$ cat config.mk
export PLATFORM = sky130hd
export DESIGN_NAME = vram_write_arbiter
export DESIGN_NICKNAME = d
export VERILOG_FILES = /design/src/rtl/falling_sand_pkg.sv /design/src/rtl/arb_starve_counter.sv /design/src/rtl/vram_write_arbiter.sv
export SDC_FILE = /design/constraint.sdc
export NUM_CORES = 1
export LEC_CHECK = 0
export BUFFER_PORTS_ARGS = -buffer_cell sky130_fd_sc_hd__buf_2
export CAP_MARGIN = 20
export CORE_MARGIN = 2
export CORE_UTILIZATION = 26
export CTS_BUF_LIST = sky130_fd_sc_hd__clkbuf_8
export CTS_CLUSTER_DIAMETER = 60
export DETAILED_ROUTE_END_ITERATION = 8
export PLACE_DENSITY = 0.54
export SETUP_SLACK_MARGIN = 0.1
export SKIP_CTS_REPAIR_TIMING = 1
export SYNTH_ARGS = -nofsm -noshare
export SYNTH_HDL_FRONTEND = slang
export SYNTH_HIERARCHICAL = 1
export SYNTH_SLANG_ARGS = --single-unit
export TNS_END_PERCENT = 10
$ cat constraint.sdc
create_clock -name clk_i -period 2.4 [get_ports clk_i]
set_input_delay 0.36 -clock clk_i [delete_from_list [all_inputs] [get_ports clk_i]]
set_output_delay 0.36 -clock clk_i [all_outputs]
set_load 0.005 [all_outputs]
$ cat src/rtl/falling_sand_pkg.sv
// Shared types and sizing for the falling sand game datapath.
// Screen geometry, VRAM sizing and the write arbiter state encoding.
package falling_sand_pkg;

    localparam int ACTIVE_COLUMNS  = 640;
    localparam int ACTIVE_ROWS     = 480;
    localparam int VRAM_ADDR_WIDTH =
        $clog2(ACTIVE_COLUMNS * ACTIVE_ROWS);
    localparam int DATA_WIDTH      = 1;

    typedef enum logic {
        PRI0   = 1'b0,
        FORCE1 = 1'b1
    } arb_state_t;

endpackage

$ cat src/rtl/arb_starve_counter.sv
// Saturating count of cycles port 1 waited with a pending write.
// Flags when the next count value reaches the starvation limit.
module arb_starve_counter #(
    parameter int LIMIT = 15
) (
    input  logic clk_i,
    input  logic reset_i,
    input  logic inc_i,
    input  logic clr_i,
    output logic reach_limit_o
);

    localparam int CW = $clog2(LIMIT + 1);
    localparam logic [CW-1:0] LIM = CW'(LIMIT);

    logic [CW-1:0] cnt_q;
    logic [CW-1:0] cnt_d;

    // Clear wins over increment; the count sticks at the limit.
    always_comb begin
        cnt_d = cnt_q;
        if (clr_i) begin
            cnt_d = '0;
        end else if (inc_i && (cnt_q != LIM)) begin
            cnt_d = cnt_q + 1'b1;
        end
        reach_limit_o = (cnt_d == LIM);
    end

    // Count register.
    always_ff @(posedge clk_i or posedge reset_i) begin
        if (reset_i) begin
            cnt_q <= '0;
        end else begin
            cnt_q <= cnt_d;
        end
    end

endmodule

$ cat src/rtl/vram_write_arbiter.sv
// Two-port write arbiter for the shared VRAM / game-state RAM port.
// Port 0 has priority; a starved port 1 gets one forced grant.
module vram_write_arbiter
    import falling_sand_pkg::*;
#(
    parameter int ADDR_WIDTH   = VRAM_ADDR_WIDTH,
    parameter int DATA_WIDTH   = falling_sand_pkg::DATA_WIDTH,
    parameter int STARVE_LIMIT = 15
) (
    input  logic                  clk_i,
    input  logic                  reset_i,
    input  logic                  req0_valid_i,
    input  logic [ADDR_WIDTH-1:0] req0_addr_i,
    input  logic [DATA_WIDTH-1:0] req0_data_i,
    output logic                  req0_ready_o,
    input  logic                  req1_valid_i,
    input  logic [ADDR_WIDTH-1:0] req1_addr_i,
    input  logic [DATA_WIDTH-1:0] req1_data_i,
    output logic                  req1_ready_o,
    output logic                  wr_en_o,
    output logic [ADDR_WIDTH-1:0] wr_addr_o,
    output logic [DATA_WIDTH-1:0] wr_data_o,
    output logic                  starved_o
);

    arb_state_t state_q;
    arb_state_t state_d;

    logic                  wr_en_q;
    logic                  wr_en_d;
    logic [ADDR_WIDTH-1:0] wr_addr_q;
    logic [ADDR_WIDTH-1:0] wr_addr_d;
    logic [DATA_WIDTH-1:0] wr_data_q;
    logic [DATA_WIDTH-1:0] wr_data_d;

    logic ready0;
    logic ready1;
    logic xfer0;
    logic xfer1;
    logic cnt_inc;
    logic cnt_clr;
    logic reach_limit;

    arb_starve_counter #(
        .LIMIT (STARVE_LIMIT)
    ) u_starve (
        .clk_i         (clk_i),
        .reset_i       (reset_i),
        .inc_i         (cnt_inc),
        .clr_i         (cnt_clr),
        .reach_limit_o (reach_limit)
    );

    // Grant selection and next state; nothing is granted in reset.
    always_comb begin
        ready0  = 1'b0;
        ready1  = 1'b0;
        state_d = state_q;
        if (!reset_i) begin
            unique case (state_q)
                PRI0: begin
                    ready0 = req0_valid_i;
                    ready1 = req1_valid_i & ~req0_valid_i;
                    if (req1_valid_i && !ready1 && reach_limit) begin
                        state_d = FORCE1;
                    end
                end
                FORCE1: begin
                    ready1 = req1_valid_i;
                    if (!req1_valid_i || ready1) begin
                        state_d = PRI0;
                    end
                end
            endcase
        end
    end

    // Transfers, counter control and the next RAM write.
    always_comb begin
        xfer0     = req0_valid_i & ready0;
        xfer1     = req1_valid_i & ready1;
        cnt_inc   = req1_valid_i & ~ready1;
        cnt_clr   = ~req1_valid_i | xfer1;
        wr_en_d   = xfer0 | xfer1;
        wr_addr_d = wr_addr_q;
        wr_data_d = wr_data_q;
        if (xfer0) begin
            wr_addr_d = req0_addr_i;
            wr_data_d = req0_data_i;
        end else if (xfer1) begin
            wr_addr_d = req1_addr_i;
            wr_data_d = req1_data_i;
        end
    end

    // State and registered RAM write port.
    always_ff @(posedge clk_i or posedge reset_i) begin
        if (reset_i) begin
            state_q   <= PRI0;
            wr_en_q   <= 1'b0;
            wr_addr_q <= '0;
            wr_data_q <= '0;
        end else begin
            state_q   <= state_d;
            wr_en_q   <= wr_en_d;
            wr_addr_q <= wr_addr_d;
            wr_data_q <= wr_data_d;
        end
    end

    assign req0_ready_o = ready0;
    assign req1_ready_o = ready1;
    assign wr_en_o      = wr_en_q;
    assign wr_addr_o    = wr_addr_q;
    assign wr_data_o    = wr_data_q;
    assign starved_o    = (state_q == FORCE1);

endmodule

### After elaboration in Yosys (flattened, before gate mapping)

Cells that the tools add are included.

| cells by class | value |
|---|---|
| add/subtract/negate cells | 1 |
| eq/ne operators | 2 |
| muxes and demuxes | 12 |
| bitwise logic cells | 10 |
| reductions and logical operators | 5 |

Operator list:

| cell | number |
|---|---|
| two-way mux 19 bit | 2 |
| two-way mux 4 bit | 2 |
| two-way mux 1 bit | 6 |
| adder 4 x 1 -> 4 bit (second input constant) | 1 |
| AND 1 bit | 4 |
| equality test 4 bit (second input constant) | 1 |
| != test 4 bit (second input constant) | 1 |
| NOT 1 bit | 4 |
| one-hot mux 1 bit (2 select lines) | 2 |
| logical AND 1 bit | 3 |
| bitwise OR 1 bit | 2 |
| nonzero test 2 bit | 1 |
| logical NOT 1 bit | 1 |

| storage, ports and cells | value |
|---|---|
| register bits | 26 |
| input bits | 44 |
| output and inout bits | 24 |

### Logic depth before layout (Yosys ltp)

Gate-level depths: netlist (run 1).

| logic depth | value |
|---|---|
| depth after elaboration | 13 |
| gate-level depth with buffers | 9 |
| gate-level depth less buffers | 9 |

### Hierarchy

The synthesis (run 1) kept the hierarchy.

By module, submodules not included:

| module | times used | cells an instance | area each (um2) | seq. area each (um2) |
|---|---|---|---|---|
| vram_write_arbiter | 1 | 100 | 1064.8 | 550.5 |
| arb_starve_counter | 1 | 26 | 244.0 | 100.1 |

### Least setup slack after synthesis (run 1)

Ideal clock, no wire load.

| timing | value |
|---|---|
| path kind | register to register |
| from | register state_q, in the netlist starved_o |
| to | register state_q, in the netlist starved_o |
| setup time | 0.092 ns |
| data arrival time | 1.842 ns |
| data required time | 2.308 ns |
| setup slack | 0.467 ns |
| cell stages (with the launch flop) | 10 |
| path buffers | 0 |
| cell sequence | dfrtp_1 nor2b_1 o21ai_0 inv_1 nand2b_1 o21ai_1 a22oi_1 nor4b_2 nand2_1 o31ai_2 |

RTL lines:

| item | line | RTL |
|---|---|---|
| start, declared | vram_write_arbiter.sv:26 | `arb_state_t state_q;` |
| start signal, assigned | vram_write_arbiter.sv:104 | `state_q <= state_d;` |
| NOT 1 bit | - |  |
| one-hot mux 1 bit (2 select lines) (*) | vram_write_arbiter.sv:60 | `unique case (state_q)` |
| two-way mux 1 bit (*) | vram_write_arbiter.sv:59 | `if (!reset_i) begin` |
| AND 1 bit (*) | vram_write_arbiter.sv:81 | `xfer1 = req1_valid_i & ready1;` |
| bitwise OR 1 bit (*) | vram_write_arbiter.sv:83 | `cnt_clr = ~req1_valid_i \| xfer1;` |
| named net cnt_clr | vram_write_arbiter.sv:41 | `logic cnt_clr;` |
| two-way mux 4 bit (*) | arb_starve_counter.sv:22 | `if (clr_i) begin` |
| equality test 4 bit (*) | arb_starve_counter.sv:27 | `reach_limit_o = (cnt_d == LIM);` |
| named net reach_limit | vram_write_arbiter.sv:42 | `logic reach_limit;` |
| logical AND 1 bit (*) | vram_write_arbiter.sv:64 | `if (req1_valid_i && !ready1 && reach_limit) begin` |
| two-way mux 1 bit (*) | vram_write_arbiter.sv:64 |  |
| one-hot mux 1 bit (2 select lines) (*) | vram_write_arbiter.sv:60 |  |

The timed path passes the listed nets; every way through them passes the cells marked *.
A chain may end at the register's enable or synchronous reset.

### Final worst setup path (run 1)

Same ends and word-level chain as after synthesis.

==> metrics.md, run 1 <==
| Metric | Value |
|---|---|
| Worst slew margin | `between 70% and 80%` |
| Core Box Area | `4790 µm²` |
| Multi-input gate area in the final layout | `578 µm²` |
| Count of pins over their slew limit | `0` |
| Global placement routability congestion | `0.714` |
| Port Buffer Count | `67` |
| # rows | `25` |
| Outcome | `finished clean` |
| Largest family of logic cells by synthesized area | `multiplexers` |
| Die Ht | `75.0 µm` |
| Kind of capture point of the worst setup path | `flop` |
| Largest cells by area after synthesis | `dfrtp_1, mux2i_1, o21ai_1` |
| Vias per cell | `approximately 4.3` |
| Detailed-route DRC error count | `0` |
| Placement-stage cell area | `1700 µm²` |
| Growth of design area from synthesis to finish | `33.1%` |
| Worst-skew pair later-pin latency | `0.26 ns` |
| Worst Path Class, Setup | `reg2reg` |
| Register-to-register setup slack | `0.45 ns` |
| Initial Utilization | `27.3%` |
| Worst-case reg-to-reg path depth | `9` |
| CTS clock-pin slew for the worst setup and hold paths | `0.09 ns` |
| Pin count of the biggest net entering global routing | `25` |
| Total length of routed wires | `between 2 and 3 mm` |
| Portion of the post-synthesis area used by sequential elements | `49.7%` |
| Maximum Capacitance Violations | `0` |
| Post-DP HPWL | `between 2 and 2.5 mm` |
| Deepest clock path buffer count | `2` |
| Primary FF master, synth | `dfrtp_1` |
| Pin slew with the least headroom to its limit | `slightly above 0.4 ns` |
| Leakage power | `0.000942 µW` |
| Post-synth net total | `171` |
| Total congestion overflow | `0` |
| Drt wl/cell | `11.2 µm` |
| Depth of the CTS H-tree | `1` |
| Number of distinct library cell variants in the gate-level netlist after synthesis | `24` |
| End point of the critical path | `starved_o` |
| Path class of the lowest-slack min-delay path | `in2async` |
| Sum Neg Setup Slack | `0 ns` |
| Root cell of the clock tree | `clkbuf_8` |
| Final hold viol count | `0` |
| Share of the synthesized area in compound gates (AO/OA/AOI/OAI) | `10.9%` |
| Simple logic cell fraction of the synthesized area | `between 10 and 15%` |
| Summed instance area of the synthesized netlist | `roughly 1300 µm²` |
| Library cell occupying the most area in the post-synthesis netlist | `dfrtp_1` |
| Via count of the first global-routing pass | `about 1100` |
| Final instance count without filler cells | `261` |
| CTS tree | `built` |
| Filler Cell Count | `507` |
| Share of synthesized area spent on multiplexers | `16.1%` |
| Width of the chip | `roughly 75 µm` |
| Final cell area excluding filler cells | `1740 µm²` |
| Antenna viol nets, final | `0` |
| Avg Cell Area, Syn | `slightly above 10 µm²` |
| Dpl cells | `258` |
| Clock buffers created by TritonCTS | `3` |
| Post-synthesis adder-cell area fraction | `0.956%` |
| Share of cells above drive strength 1 | `40.7%` |
| Ys Warns | `6` |
| Startpoint of the worst register-to-register path | `starved_o` |
| Iteration-0 DRC count of the detailed router | `58` |
| First drt pass iteration count | `4` |
| Global-route wire length before repair | `4.73 mm` |
| Gate count of the mapped netlist | `126` |
| Most common cell in the netlist | `dfrtp_1` |
| Unrepaired setup endpoints after global routing | `false` |
| Launching element of the worst setup path | `starved_o` |
| Launching element type of the critical path | `flop` |
| Routed vias | `1111` |
| Arrival time worst endpoint | `about 2.1 ns` |
| Antenna violations before repair | `0` |
| Required time at the endpoint of the critical path | `2.58 ns` |
| Number of synthesized flops with an enable pin | `0` |
| Overall Global Routing Usage | `a little over a tenth` |
| Die Area | `5620 µm²` |
| Area share of the leading cell type in the synthesized netlist | `49.7%` |
| Highest clock frequency the design can meet | `514 MHz` |
| Worst Skew | `0.00689 ns` |
| Critical Path Fanout Max | `5` |
| P per Cell Area | `550 nW/µm²` |
| Synth top cells by count | `dfrtp_1, nand2_1, o21ai_1` |
| Antenna Diode Count | `0` |
| IR drop worst, VDD | `0.322 mV` |
| Final worst path period share | `81.1%` |
| Shortest clock period the worst path allows after layout | `between 1.5 and 2 ns` |
| Final Setup Violations | `0` |
| Terminus of the critical flop-to-flop path | `starved_o` |
| Ys async rst share | `100%` |
| Synthesis-stage register bit count | `26` |
| Final Net Count | `241` |
| Clock Sinks | `26` |
| Seq. cell area | `roughly 650 µm²` |
| I/O pin count | `between 60 and 70` |
| Synthesized-area fraction occupied by xor and xnor cells | `1.34%` |
final cells by class:
cell class / instances / share of cell area [%]
Clock buffer: 3 / 2.37
Inverter: 4 / 0.862
Multi-Input combinational cell: 89 / 33.2
Sequential cell: 26 / 37.4
Tap cell: 67 / 4.81
Timing Repair Buffer: 72 / 21.4
state kept, by name (all words and copies together), names as in the netlist:
register / flops
u_starve/cnt_q: 4
wr_addr_o: 19
wr_en_o: 1
wr_data_o: 1
starved_o: 1
cell usage in the layout (no fill, tap or decap), drive strengths merged, types with 2 or more instances in the layout:
cell    netlist  final
nand2b        3      3
clkbuf        0      3
buf           7     72
mux2i        21     21
nor2          4      4
inv           4      4
nand2        24     24
o21ai        23     23
xor2          2      2
nand3         2      2
dfrtp        26     26
layer usage:
layer / GRT usage, % / wire length (µm) / vias to the layer above
li1: - / - / 566
met1: 15.2 / 1320 / 510
met2: 17.3 / 1440 / 33
met3: 2.01 / 137 / 2
met4: 2.98 / 23 / 0
met5: 0 / 0 / -
through the flow:
stage / util [%] / hold slack (ns) / total power, µW / setup slack [ns]
floorplan: - / 0.126 / 632 / 0.467
global placement: 35.5 / 0.321 / 732 / 0.498
detailed placement: 35.5 / 0.315 / 733 / 0.450
CTS: 36.4 / 0.0169 / 984 / 0.437
global route: 36.4 / 0.0224 / 1030 / 0.298
finish: 36.4 / 0.0262 / 958 / 0.453
report_power, final:
part,total [µW],leakage [µW],switching [µW],internal [µW]
clock,240,0.0000216,128,112
combinational,205,0.000597,96.7,109
sequential,513,0.000324,26.3,487
critical path, stage by stage (launching register included):
cell and delay (ns):
dfrtp_1 0.46, nor2b_1 0.16, o21ai_0 0.14, inv_1 0.15, or2b_1 0.26, o21ai_1 0.12
a22oi_1 0.10, nor4b_2 0.22, nand2_1 0.09, o31ai_2 0.16
kinds of logic (layout without fill, tap and decap cells):
logic type	Yosys count	count (layout)
mux	21	21
fa+ha+maj	1	1
buf+inv	11	79
xor+xnor	2	2
simple gates	39	39
compound gates	26	26
flops	26	26
how the worst min path moves through the flow:
stage / startpoint / end / slack (ns) / depth (start not counted)
5_1_grt: reset_i / u_starve/cnt_q[1] / 0.02 / 2
3_3_place_gp: reset_i / u_starve/cnt_q[3] / 0.32 / 2
4_1_cts: reset_i / u_starve/cnt_q[1] / 0.02 / 2
3_5_place_dp: reset_i / u_starve/cnt_q[3] / 0.31 / 2
6_report: reset_i / u_starve/cnt_q[1] / 0.03 / 2
2_1_floorplan: reset_i / u_starve/cnt_q[0] / 0.13 / 1
Note: power is estimated with default switching activity, not from simulation.
==> inputs of run 2 (changes only) <==
Settings changed: ABC_AREA from default to 1, PLACE_DENSITY 0.54 to 0.51.
Clock period 2.4 ns to 1.8 ns, I/O delays scaled along.
==> metrics.md, run 2 <==
| Metric | Value |
|---|---|
| Outcome | `finished clean` |
| Kind of capture point of the worst setup path | `output pin` |
| Depth of the CTS H-tree | `1` |
| Maximum Capacitance Violations | `0` |
| Share of cells above drive strength 1 | `about 29%` |
| Via count of the first global-routing pass | `1627` |
| Final Setup Violations | `0` |
| Post-DP HPWL | `roughly 3.3 mm` |
| Ys async rst share | `100%` |
| Synthesis-stage register bit count | `26` |
| Placement-stage cell area | `2110 µm²` |
| Die Area | `~7200 µm²` |
| Launching element of the worst setup path | `starved_o` |
| Shortest clock period the worst path allows after layout | `1.56 ns` |
| Flip-flop count of the largest register after layout | `19` |
| Worst-skew pair later-pin latency | `~0.27 ns` |
| Vias per cell | `4.42` |
| Final cell area excluding filler cells | `2210 µm²` |
| Leakage power | `approximately 0.0013 µW` |
| Pin count of the biggest net entering global routing | `38` |
| # rows | `29` |
| Count of pins over their slew limit | `0` |
| Ys Warns | `6` |
| Pin slew with the least headroom to its limit | `0.388 ns` |
| Gate count of the mapped netlist | `245` |
| Portion of the post-synthesis area used by sequential elements | `between 30% and 40%` |
| Global placement routability congestion | `~0.71` |
| P per Cell Area | `704 nW/µm²` |
| Root cell of the clock tree | `clkbuf_8` |
| Area share of the leading cell type in the synthesized netlist | `38.2%` |
| Commonest non-fill, non-tap cells in the layout | `nand2_1, buf_2, inv_1` |
| Clock buffers created by TritonCTS | `3` |
| Antenna Diode Count | `0` |
| Highest clock frequency the design can meet | `641 MHz` |
| Antenna viol nets, final | `0` |
| Total length of routed wires | `4.65 mm` |
| Worst Skew | `0.00688 ns` |
| Launching element type of the critical path | `flop` |
| Global-route wire length before repair | `7.78 mm` |
| Path class of the lowest-slack min-delay path | `in2async` |
| Total congestion overflow | `0` |
| Avg Cell Area, Syn | `a little under 7 µm²` |
| Summed instance area of the synthesized netlist | `1710 µm²` |
| CTS clock-pin slew for the worst setup and hold paths | `0.10 ns` |
| Largest cells by area after synthesis | `dfrtp_1, nand2_1, inv_1` |
| Startpoint of the worst register-to-register path | `u_starve/cnt_q[0]` |
| IR drop worst, VDD | `0.430 mV` |
| CTS tree | `built` |
| Growth of design area from synthesis to finish | `29.6%` |
| Die Ht | `85.0 µm` |
| Required time at the endpoint of the critical path | `1.53 ns` |
| Worst Path Class, Setup | `reg2out` |
| Critical Path Fanout Max | `18` |
| Library cell occupying the most area in the post-synthesis netlist | `dfrtp_1` |
| Final Net Count | `355` |
| Primary FF master, synth | `dfrtp_1` |
| Clock Sinks | `26` |
| Number of synthesized flops with an enable pin | `0` |
| Core Box Area | `6350 µm²` |
| Post-synth net total | `290` |
| Port Buffer Count | `67` |
| Antenna violations before repair | `0` |
| Final hold viol count | `0` |
| Deepest clock path buffer count | `2` |
| I/O pin count | `68` |
| Util after Layout | `between 30% and 40%` |
| Worst slew margin | `~74%` |
| Most common cell in the netlist | `nand2_1` |
| First drt pass iteration count | `4` |
| Detailed-route DRC error count | `0` |
| Sum Neg Setup Slack | `0 ns` |
| Drt wl/cell | `12.0 µm` |
| Unrepaired setup endpoints after global routing | `false` |
| Filler Cell Count | `695` |
| Width of the chip | `about 85 µm` |
| Arrival time worst endpoint | `1.29 ns` |
| Routed vias | `1707` |
| Overall Global Routing Usage | `13.3%` |
| Synth top cells by count | `nand2_1, inv_1, dfrtp_1` |
| Initial Utilization | `26.9%` |
| Final worst path period share | `86.6%` |
| Most common cell after layout, fill and taps aside | `nand2_1` |
| Final Total Pwr | `1560 µW` |
| Iteration-0 DRC count of the detailed router | `a little under 80` |
| Number of distinct library cell variants in the gate-level netlist after synthesis | `18` |
-- run 2: cell count changes after synthesis, moves of 3 or more --
cell      change
nand3b_1     +21
mux2i_1      -21
nand2_1      +49
inv_1        +42
o21ai_1      -21
nand2b_1      -3
buf_4         +4
nor2_1        +4
nand4_1      +21
nand3_1      +21
buf_2         +8
-- run 2: through the flow --
stage          cells  hold WS, ns  setup slack, ns
2_1_floorplan    245       0.0361            0.379
3_3_place_gp     380        0.222            0.284
3_5_place_dp     380        0.218            0.228
4_1_cts          384      -0.0926            0.192
5_1_grt          386        0.106            0.136
6_report         386        0.105            0.241
-- run 2: worst paths after layout --
check,to,slack [ns],cells past startpoint
setup / recovery,req0_ready_o,0.24,5
hold / removal,wr_addr_o[14],0.10,3
setup reg to reg,starved_o,0.30,10
hold reg to reg,wr_addr_o[15],0.56,3
max in group asynchronous,u_starve/cnt_q[3],1.14,3
min in group clk_i,u_starve/cnt_q[3],0.31,3
-- run 2: routing by layer --
layer	GRT usage [%]	vias to the layer above	part of all wire (%)	routed length, µm
met1	17.6	764	48	2210
met3	2.63	4	4.6	215
met5	0	-	0	0
met4	2.16	0	0.99	46
li1	-	896	-	-
met2	22.8	43	47	2170
-- run 2: logic make-up (layout without fill, tap and decap cells) --
family	after synthesis	in the layout	synth area share (%)
DFF	26	26	38.2
buffers and inverters	65	129	16.2
AOI/OAI and AO/OA	4	4	1.25
adders and majority gates	1	1	0.734
and+or+nand+nor	149	149	43.7
-- run 2: final cells by class --
cell class	instances	area, µm²	share of cell area (%)
Tap cell	77	96.3	4.36
Timing Repair Buffer	76	418	18.9
Inverter	49	186	8.44
Clock inverter	1	30.0	1.36
Sequential cell	26	651	29.4
Multi-Input combinational cell	154	787	35.6
Clock buffer	3	41.3	1.87
-- run 2: power by group --
group / internal [µW] / switching [µW]
Clock: 298 / 187
Sequential: 653 / 34.4
Combinational: 181 / 203
-- run 2: critical path, cell delays in order, from the launching register on --
cell     delay, ns
dfrtp_1       0.41
buf_4         0.14
inv_2         0.07
nand3_4       0.20
inv_2         0.09
buf_2         0.10
==> inputs of run 3 (changes only) <==
Clock period 1.8 ns to 1.75 ns, I/O delays scaled along.
==> metrics.md, run 3 (same netlist as run 2, synthesis figures left out) <==
| Metric | Value |
|---|---|
| CTS tree | `built` |
| Topmost layer with routed signal wires | `met4` |
| Clock buffers created by TritonCTS | `3` |
| Antenna violations before repair | `0` |
| Depth of the CTS H-tree | `1` |
| Die Ht | `85.0 µm` |
| Worst slew margin | `approximately 80%` |
| Detailed-route DRC error count | `0` |
| Global placement routability congestion | `0.762` |
| Shortest clock period the worst path allows after layout | `1.56 ns` |
| Leakage power | `0.00133 µW` |
| Commonest non-fill, non-tap cells in the layout | `nand2_1, buf_2, inv_1` |
| Die Area | `7220 µm²` |
| Worst-case reg-to-reg path depth | `10` |
| Pin slew with the least headroom to its limit | `0.294 ns` |
| Overall Global Routing Usage | `a little over an eighth` |
| Met2 wire length | `between 2 and 2.5 mm` |
| Core Box Area | `6350 µm²` |
| Vias per cell | `4.45` |
| Iteration-0 DRC count of the detailed router | `107` |
| CTS clock-pin slew for the worst setup and hold paths | `approximately 0.10 ns` |
| Initial Utilization | `between 20% and 30%` |
| Antenna Diode Count | `0` |
| Register-to-register setup slack | `0.24 ns` |
| Final Net Count | `358` |
| Startpoint of the worst register-to-register path | `u_starve/cnt_q[0]` |
| Global-route wire length before repair | `7.84 mm` |
| Port Buffer Count | `67` |
| Required time at the endpoint of the critical path | `1.49 ns` |
| # rows | `29` |
| Maximum Capacitance Violations | `0` |
| Final Total Pwr | `1610 µW` |
| Highest clock frequency the design can meet | `641 MHz` |
| Count of pins over their slew limit | `0` |
| Unrepaired setup endpoints after global routing | `true` |
| Kind of capture point of the worst setup path | `output pin` |
| IR drop worst, VDD | `0.506 mV` |
| Path class of the lowest-slack min-delay path | `in2async` |
| Post-DP HPWL | `3.34 mm` |
| Total length of routed wires | `4.80 mm` |
| Via count of the first global-routing pass | `1697` |
| P per Cell Area | `721 nW/µm²` |
| Arrival time worst endpoint | `1.30 ns` |
| Outcome | `finished clean` |
| Worst-skew pair later-pin latency | `0.27 ns` |
| Growth of design area from synthesis to finish | `30.9%` |
| Total congestion overflow | `0` |
| Critical Path Fanout Max | `18` |
| I/O pin count | `approximately 70` |
| Worst Skew | `0.00729 ns` |
| Share of cells above drive strength 1 | `28.8%` |
| Routed vias | `around 1700` |
| First drt pass iteration count | `4` |
| Deepest clock path buffer count | `2` |
| Final worst path period share | `89.2%` |
| Wire length on met1 | `2.19 mm` |
| Total length of routed met3 wires | `262 µm` |
| Flip-flop count of the largest register after layout | `19` |
| Terminus of the critical flop-to-flop path | `starved_o` |
| Width of the chip | `roughly 85 µm` |
| Final cell area excluding filler cells | `approximately 2200 µm²` |
| Final hold viol count | `0` |
| Drt wl/cell | `12.3 µm` |
| Most common cell after layout, fill and taps aside | `nand2_1` |
| Antenna viol nets, final | `0` |
| Launching element type of the critical path | `flop` |
| Final hold slack | `~0.18 ns` |
| Worst Path Class, Setup | `reg2out` |
| Final Setup Violations | `0` |
| Sum Neg Setup Slack | `0 ns` |
| Pin count of the biggest net entering global routing | `27` |
| Placement-stage cell area | `between 2000 and 2500 µm²` |
| Root cell of the clock tree | `clkbuf_8` |
| Clock Sinks | `26` |
## run 3: changes by cell type in the layout (fill, tap and decap cells not counted)
| cell | before | now |
|---|---|---|
| buf_4 | 7 | 9 |
| dlygate4sd3_1 | 1 | 2 |
| ha_1 | 0 | 1 |
| ha_2 | 1 | 0 |
## run 3: final cells by class
| type | instances | area, µm² |
|---|---|---|
| clock buffers | 3 | 41.3 |
| clock inverters | 1 | 30.0 |
| fillers | 696 | 4120 |
| inverters | 49 | 186 |
| multi-input cells | 154 | 785 |
| flip-flops and latches | 26 | 651 |
| well taps | 77 | 96.3 |
| repair buffers | 79 | 443 |
## run 3: worst max path at each step
stage,startpoint,end
2_1_floorplan,starved_o,starved_o
3_3_place_gp,req0_valid_i,starved_o
3_5_place_dp,req0_valid_i,starved_o
4_1_cts,starved_o,starved_o
5_1_grt,u_starve/cnt_q[0],starved_o
6_report,starved_o,req0_ready_o
## run 3: per-stage QoR
stage               std cells  setup WS, ns  util (%)
floorplan                 245         0.329         -
global placement          380         0.195      33.3
detailed placement        380         0.165      33.3
CTS                       384         0.155      34.4
global route              389        0.0786      35.2
finish                    389         0.190      35.2
## run 3: where the power goes
part | switching, µW | internal (µW)
Sequential | 31.5 | 671
Combinational | 213 | 191
Clock | 197 | 306
## run 3: routing by layer
| layer | vias to the layer above | global-route usage, % |
|---|---|---|
| met2 | 46 | 24.2 |
| met4 | 0 | 2.60 |
| met3 | 2 | 3.50 |
| li1 | 905 | - |
| met5 | - | 0 |
| met1 | 777 | 16.4 |
## run 3: critical path, stage by stage, from the launching register on
cell and delay, ns:
dfrtp_1 0.41, buf_4 0.14, inv_2 0.07, nand3_4 0.20, inv_2 0.09, buf_2 0.11
